--- src/rtl/fs_console_pkg.sv ---
// Shared constants, state types and banner table for the fs_zcu106 serial console.
package fs_console_pkg;

  localparam int CLK_DIV_DEFAULT = 868;
  localparam int BANNER_LEN      = 11;

  typedef enum logic [1:0] {BOOT, BANNER, ECHO} top_state_t;
  typedef enum logic [1:0] {RX_IDLE, RX_START, RX_DATA, RX_STOP} rx_state_t;

  // "FS ZCU106\r\n"
  function automatic logic [7:0] banner_byte(input logic [3:0] idx);
    case (idx)
      4'd0:    banner_byte = 8'h46;
      4'd1:    banner_byte = 8'h53;
      4'd2:    banner_byte = 8'h20;
      4'd3:    banner_byte = 8'h5A;
      4'd4:    banner_byte = 8'h43;
      4'd5:    banner_byte = 8'h55;
      4'd6:    banner_byte = 8'h31;
      4'd7:    banner_byte = 8'h30;
      4'd8:    banner_byte = 8'h36;
      4'd9:    banner_byte = 8'h0D;
      4'd10:   banner_byte = 8'h0A;
      default: banner_byte = 8'h00;
    endcase
  endfunction

endpackage

--- src/rtl/fs_uart_tx.sv ---
// 8N1 UART transmitter; busy drops in the last stop-bit cycle so a queued byte
// can load with no idle gap between frames.
module fs_uart_tx
  import fs_console_pkg::*;
#(
  parameter int CLK_DIV = CLK_DIV_DEFAULT
) (
  input  logic       clk,
  input  logic       rst,
  input  logic       ld,
  input  logic [7:0] data,
  output logic       tx,
  output logic       busy
);

  localparam int CW = $clog2(CLK_DIV);

  logic [CW-1:0] baud_cnt;
  logic [3:0]    bit_idx;
  logic [8:0]    shreg;
  logic          active;
  logic          bit_end;
  logic          frame_end;

  assign bit_end   = (baud_cnt == CW'(CLK_DIV - 1));
  assign frame_end = active && bit_end && (bit_idx == 4'd9);
  assign busy      = active && !frame_end;

  // NOTE: non-blocking assignments throughout so every flop samples pre-edge values.
  always_ff @(posedge clk) begin
    if (rst) begin
      tx       <= 1'b1;
      active   <= 1'b0;
      baud_cnt <= '0;
      bit_idx  <= '0;
      shreg    <= '1;
    end else if (ld && !busy) begin
      tx       <= 1'b0;
      active   <= 1'b1;
      baud_cnt <= '0;
      bit_idx  <= '0;
      shreg    <= {1'b1, data};
    end else if (active) begin
      if (bit_end) begin
        baud_cnt <= '0;
        if (bit_idx == 4'd9) begin
          active <= 1'b0;
          tx     <= 1'b1;
        end else begin
          tx      <= shreg[0];
          shreg   <= {1'b1, shreg[8:1]};
          bit_idx <= bit_idx + 1'b1;
        end
      end else begin
        baud_cnt <= baud_cnt + 1'b1;
      end
    end
  end

endmodule

--- src/rtl/fs_zcu106.sv ---
// Board-level serial console: sends the banner once, then echoes received bytes.
// Define FS_RX_ECHO_EN to build the receive/echo path; otherwise ser_rx is ignored.
module fs_zcu106
  import fs_console_pkg::*;
#(
  parameter int CLK_DIV = CLK_DIV_DEFAULT
) (
  input  logic       clk,
  input  logic       rst,
  input  logic       enb,
  input  logic       ser_rx,
  output logic       ser_tx,
  output logic [1:0] leds
);

  top_state_t  state;
  logic [3:0]  banner_idx;
  logic        led_done;
  logic        led_rx;
  logic        hold_full;
  logic [7:0]  hold_data;
  logic        tx_busy;
  logic        banner_ld;
  logic        echo_ld;
  logic        tx_ld;
  logic [7:0]  tx_data;

  assign banner_ld = enb && (state == BANNER) && (banner_idx < 4'(BANNER_LEN)) && !tx_busy;
  assign echo_ld   = enb && (state == ECHO) && hold_full && !tx_busy;
  assign tx_ld     = banner_ld || echo_ld;
  assign tx_data   = banner_ld ? banner_byte(banner_idx) : hold_data;
  assign leds      = {led_rx, led_done};

  fs_uart_tx #(.CLK_DIV(CLK_DIV)) u_tx (
    .clk  (clk),
    .rst  (rst),
    .ld   (tx_ld),
    .data (tx_data),
    .tx   (ser_tx),
    .busy (tx_busy)
  );

  always_ff @(posedge clk) begin
    if (rst) begin
      state      <= BOOT;
      banner_idx <= '0;
      led_done   <= 1'b0;
    end else if (enb) begin
      case (state)
        BOOT:   state <= BANNER;
        BANNER: begin
          if (banner_ld) begin
            banner_idx <= banner_idx + 1'b1;
          end else if (banner_idx == 4'(BANNER_LEN) && !tx_busy) begin
            state    <= ECHO;
            led_done <= 1'b1;
          end
        end
        default: state <= ECHO;
      endcase
    end
  end

`ifdef FS_RX_ECHO_EN
  localparam int CW = $clog2(CLK_DIV);

  rx_state_t     rx_state;
  logic [2:0]    rx_sync;
  logic [CW-1:0] rx_cnt;
  logic [3:0]    rx_bit;
  logic [7:0]    rx_shift;
  logic          rx_valid;

  // rx_sync[1] is the synchronized line, rx_sync[2] its previous value for edge detection.
  always_ff @(posedge clk) begin
    if (rst) begin
      rx_sync  <= 3'b111;
      rx_state <= RX_IDLE;
      rx_cnt   <= '0;
      rx_bit   <= '0;
      rx_shift <= '0;
      rx_valid <= 1'b0;
    end else begin
      rx_sync  <= {rx_sync[1:0], ser_rx};
      rx_valid <= 1'b0;
      if (!enb) begin
        rx_state <= RX_IDLE;
      end else begin
        case (rx_state)
          RX_IDLE: begin
            if (rx_sync[2] && !rx_sync[1]) begin
              rx_state <= RX_START;
              rx_cnt   <= '0;
            end
          end
          RX_START: begin
            if (rx_cnt == CW'(CLK_DIV / 2 - 1)) begin
              rx_cnt   <= '0;
              rx_bit   <= '0;
              rx_state <= rx_sync[1] ? RX_IDLE : RX_DATA;
            end else begin
              rx_cnt <= rx_cnt + 1'b1;
            end
          end
          RX_DATA: begin
            if (rx_cnt == CW'(CLK_DIV - 1)) begin
              rx_cnt   <= '0;
              rx_shift <= {rx_sync[1], rx_shift[7:1]};
              rx_bit   <= rx_bit + 1'b1;
              if (rx_bit == 4'd7) rx_state <= RX_STOP;
            end else begin
              rx_cnt <= rx_cnt + 1'b1;
            end
          end
          default: begin
            if (rx_cnt == CW'(CLK_DIV - 1)) begin
              rx_cnt   <= '0;
              rx_state <= RX_IDLE;
              rx_valid <= rx_sync[1];
            end else begin
              rx_cnt <= rx_cnt + 1'b1;
            end
          end
        endcase
      end
    end
  end

  // A byte arriving while the register is full is dropped unless it is being emptied now.
  always_ff @(posedge clk) begin
    if (rst) begin
      hold_full <= 1'b0;
      hold_data <= '0;
      led_rx    <= 1'b0;
    end else begin
      if (echo_ld) hold_full <= 1'b0;
      if (rx_valid && (!hold_full || echo_ld)) begin
        hold_full <= 1'b1;
        hold_data <= rx_shift;
        led_rx    <= ~led_rx;
      end
    end
  end
`else
  logic unused_rx;
  assign unused_rx = ser_rx;
  assign hold_full = 1'b0;
  assign hold_data = '0;
  assign led_rx    = 1'b0;
`endif

endmodule

--- config.mk ---
export PLATFORM = sky130hd
export DESIGN_NAME = fs_zcu106
export DESIGN_NICKNAME = d
export VERILOG_FILES = /design/src/rtl/fs_console_pkg.sv /design/src/rtl/fs_uart_tx.sv /design/src/rtl/fs_zcu106.sv
export SDC_FILE = /design/constraint.sdc
export NUM_CORES = 1
export LEC_CHECK = 0
export ABC_AREA = 1
export CORE_AREA = 5 5 71 73
export DETAILED_ROUTE_END_ITERATION = 16
export DIE_AREA = 0 0 76 78
export PLACE_DENSITY = 0.62
export SLEW_MARGIN = 5
export SYNTH_ARGS = -nofsm -noshare
export SYNTH_HDL_FRONTEND = slang
export SYNTH_SLANG_ARGS = --single-unit
export TNS_END_PERCENT = 20
--- constraint.sdc ---
create_clock -name clk -period 3.05 [get_ports clk]
set_input_delay 0.915 -clock clk [delete_from_list [all_inputs] [get_ports clk]]
set_output_delay 0.915 -clock clk [all_outputs]
set_load 0.01 [all_outputs]
---- Word level (Yosys, flattened, before mapping) ----
Memory sizes are Yosys's and may differ from the RTL's. A register that Yosys moved wholly into a read port is not among the register bits.
Index checks and enable logic that the tools add are counted.
operators by class
  order comparisons ....................... 1
  eq/ne operators ......................... 7
  reductions and logical operators ........ 20
  add/sub/neg operators ................... 3
  multiplexer cells ....................... 19
  bitwise operators ....................... 2
operators by type and width
  kind                   count
  $mux 8                 5
  $reduce_and 3->1       4
  $add 10x1->10 const B  1
  $eq 10x10->1 const B   1
  $mux 10                1
  $add 4x1->4 const B    2
  $eq 4x4->1 const B     2
  $logic_and 1x1->1      8
  $mux 1                 8
  $mux 4                 2
  $lt 4x4->1 const B     1
  $mux 2                 2
  $ne 2x2->1 const B     2
  $pmux 2 s2             1
  $reduce_and 4->1       1
  $reduce_bool 2->1      2
  $eq 2x1->1 const B     1
  $logic_not 1->1        2
  $logic_not 2->1        1
  $ne 2x1->1 const B     1
  $not 1->1              2
  $reduce_and 2->1       1
  $reduce_or 2->1        1
word-level totals
  memories ................................ 1
  flip-flop bits (word level) ............. 31
  bits in read-only memories .............. 112
  output and inout port bits .............. 3
  logic and storage cells ................. 61
  bits of input ports ..................... 4
memories
  memory           depth  width  rd ports  clocked after memory_dff  wr ports  RTL line              RTL
  (no name shown)  16     7      1         1                         0         fs_console_pkg.sv:12  case (idx)

---- Logic depth before layout (Yosys ltp) ----
  depth after elaboration ................. 10
  mapped depth ............................ 14
  depth with buffers taken out ............ 14

---- By module ----
From an unflattened synthesis, not the netlist that was laid out.
second synthesis, totals
  cell total of the unflattened synthesis .. 289
  area, all modules ....................... 2060.7 µm²
by module, submodules not included
  module      area an instance (µm²)  instances  seq. area each (µm²)  cells an instance
  fs_uart_tx  1262.5                  1          480.5                 176
  fs_zcu106   798.3                   1          280.3                 113

---- Worst setup path before layout ----
OpenSTA, ideal clock, no wires.
  path kind ............................... input-to-reg
  start ................................... input port enb
  end ..................................... register (tool-made name)
  path buffers ............................ 0
  data required time ...................... 2.937 ns
  setup time .............................. 0.113 ns
  arrival time ............................ 1.995 ns
  cell stages on the path ................. 10
  setup slack ............................. 0.942 ns
  path through ............................ nand3_1 -> a21oi_4 -> nand2_8 -> nand2_1 -> nand3_2 -> ha_1 -> nand2_1 -> nand2_1 -> nand2_1 -> nand2_1
RTL lines
  item         RTL line         RTL
  from (decl)  fs_zcu106.sv:10  input logic enb,

==> summary.txt <==
Status
  – Outcome: completed

Logic synthesis
  – Mapped Cells: 232
  – Synth Register Bits: 38
  – Synthesized area: 1850 um^2
  – Cell variety after synth: 34
  – Seq/Total Area, Yosys: 41.1%
  – YS warnings: 0
  – Avg Inst Size Synth: 7.97 um^2
  – Syn nets: 242

Timing
  – Setup Total Neg Slack: 0 ps
  – Final Hold Vio Count: 0
  – RSZ-0062 raised after global routing: no
  – Max frequency: 400 MHz
  – Clock Skew: 6.66 ps
  – Tcrit/Tclk final: 82.0%
  – Final hold slack: 469 ps
  – Setup Viol. Count Final: 0
  – Max Transition Viols Final: 0
  – Tmin final: 2500 ps

Clock tree
  – Clock buffer depth: 2
  – Clk_lat worst skew: 290 ps
  – CTS root buffer: clkbuf_8
  – TritonCTS Buffers: 5
  – Hold_buf cts: 0
  – Reg clk slew, reported paths: 70 ps
  – PostCTS Resize Cnt: 0
  – TritonCTS clock tree: yes
  – Buffer count from post-CTS setup fixing: 0
  – CTS Sinks: 38
  – CTS H-tree depth: 2

Die
  – CORE AREA: 4290 um^2
  – Die width: about 76 um
  – Chip height: between 70 and 80 um
  – Initial core utilization: 43.1%
  – Die ar.: between 5000 and 6000 um^2
  – Num rows: 24
  – I/O pin count: 7

Critical path
  – Critical path, cell by cell: clkdlybuf4s50_1 > nand3_1 > a21oi_4 > nand2_8 > nand2_1 > nand3_1 > ha_1 > nand2_1 > nand2_1 > nand2_1 > nand2_1
  – Max FO, Critical Path: 15
  – Critical Path Max Stage Delay: 490 ps
  – CP arrival: 2680 ps
  – Startpoint Class: input pin
  – Worst path slowest cell: clkdlybuf4s50_1
  – Worst reg2reg setup slack: 1000 ps
  – Most frequent CP cell: nand2_1
  – CP Capture Type: flip-flop
  – Crit path kind: in2reg
  – Sum of buffers and inverters on the critical path: 1
  – Worst path top cell family by delay: simple AND/OR/NAND/NOR gates
  – Worst EP required: 3230 ps

Route
  – WL per Instance: 10.9 um
  – Vias: 1409
  – DR iter-0 viols: between 40 and 50
  – DRC errors left: 0
  – Vias per std cell: 4.83
  – 1st-pass router iterations: 4
  – Final Routed Wirelength: 3190 um
  – Final antenna-violating net count: 0

Final layout
  – Synth-to-layout area growth: 9.34%
  – Total Nets Final: approximately 250
  – Antenna cell count: 0
  – Proportion of layout cells with a drive suffix above 1: 14.2%

Power and ir drop
  – Power per Cell Area: between 400 and 500 nW/um^2
  – Worst vdd ir: 0.284 mV
  – Leak: roughly 0.84 nW

Placement
  – Routability cong.: approximately 0.76
  – Port buffer count: 4
  – Hpwl dp: ~2400 um

GRT
  – Gr usage total: 12.0%
  – Number of global-route vias before repair: between 1000 and 1500
  – First-pass GRT wire length: 5870 um
  – Grt total ovfl: 0
  – Initial antenna violation count: 0
  – Largest net degree at the start of global routing: 17

Job
  – Max Cap Viol: 0

Worst hold path
  – HP Class: reg2reg
metal layers:
layer	vias to the layer above	global-route usage [%]	routed length, um
met5	-	0	0
met4	0	5.34	41
met1	625	15.2	1620
li1	766	-	-
met3	4	3.82	93
met2	14	18.4	1430
placed cells by master (no fill, tap or decap):
cell,netlist,final
nand4_1,3,3
clkinv_1,1,1
nand2_2,3,3
nor2_2,2,2
xnor2_1,1,1
clkdlybuf4s50_1,0,4
buf_4,2,2
nor3_1,6,6
xor2_1,7,7
nand3_2,3,3
nand3_1,22,22
o21ai_1,3,3
inv_4,1,1
inv_2,4,4
inv_1,20,20
nand3b_1,1,1
or2_2,2,2
nand2_8,1,1
conb_1,1,1
clkinv_4,1,1
nand4_2,1,1
a21oi_4,2,2
nor2_1,17,17
nand2_4,3,3
ha_1,6,6
o211ai_1,8,8
dfxtp_1,38,38
a21oi_1,11,11
a21oi_2,1,1
clkbuf_8,0,6
nor2_4,2,2
nand2_1,46,46
o21ai_0,4,4
or2_0,7,7
power breakdown:
part	internal, W	total, W	switching, W
combinational	0.0000368	0.000102	0.0000655
clock	0.000174	0.000335	0.000161
sequential	0.000518	0.000530	0.0000112
total	0.000729	0.000967	0.000238
logic make-up after synthesis:
kind of cell	count (synthesis)	share of synthesized area (%)
buffers and inverters	31	7.51
adder cells (fa/ha/maj)	6	4.06
XOR/XNOR	8	3.79
other	1	0.203
flip-flops	38	41.1
AND/OR/NAND/NOR	119	33.0
AO/OA/AOI/OAI	29	10.4
worst register-to-register path: stages (launching register included):
cell     delay, ps
dfxtp_1        390
ha_1           180
nand2_2         70
nor2_4         160
nand4_2        150
nand2_4        150
nand2_8        120
nand2_1         90
nand3_1        160
ha_1           270
nand2_1         70
nand2_1         50
nand2_1         50
nand2_1         40
layout make-up:
type                       instances  area, um^2
sequential                        38         761
fill                             447        2270
timing repair buffer               6        55.1
clock buffer                       6        82.6
inverter                          27         109
tap                               52        65.1
multi-input combinational        163         950
cell usage after synthesis (all sizes together):
cell type  number  area, um^2
ha              6        75.1
o211ai          8        60.1
conb            1        3.75
buf             3        26.3
nand2          53         245
nor3            6        30.0
xor2            7        61.3
or2             9        56.3
dfxtp          38         761
nor2           21        98.8
xnor2           1        8.76
nand3b          1        7.51
nand4           4        31.3
a21oi          14        96.3
inv            25        96.3
nand3          25         140
clkinv          2        12.5
o21ai           7        35.0
clkbuf          1        3.75
metrics by stage:
| step | cell area, um^2 | setup WS, ps | total power (W) | std cells | util [%] |
|---|---|---|---|---|---|
| final | 2020 | 550 | 0.000967 | 292 | 47.1 |
| after detailed placement | 1940 | 231 | 0.000644 | 286 | 45.2 |
| after CTS | 2020 | 529 | 0.000980 | 292 | 47.1 |
| after global routing | 2020 | 398 | 0.00102 | 292 | 47.1 |
| after floorplan | 1850 | 942 | 0.000620 | 232 | - |
| after global placement | 1940 | 258 | 0.000643 | 286 | 45.2 |
final timing paths:
check             cells past startpoint            end       startpoint
hold / removal                        2  u_tx.shreg[7]    u_tx.shreg[7]
hold reg to reg                       2  u_tx.shreg[7]    u_tx.shreg[7]
setup / recovery                     11      flip-flop              enb
setup reg to reg                     13      flip-flop  u_tx.bit_idx[0]
Power figures use the tool's default switching activity.
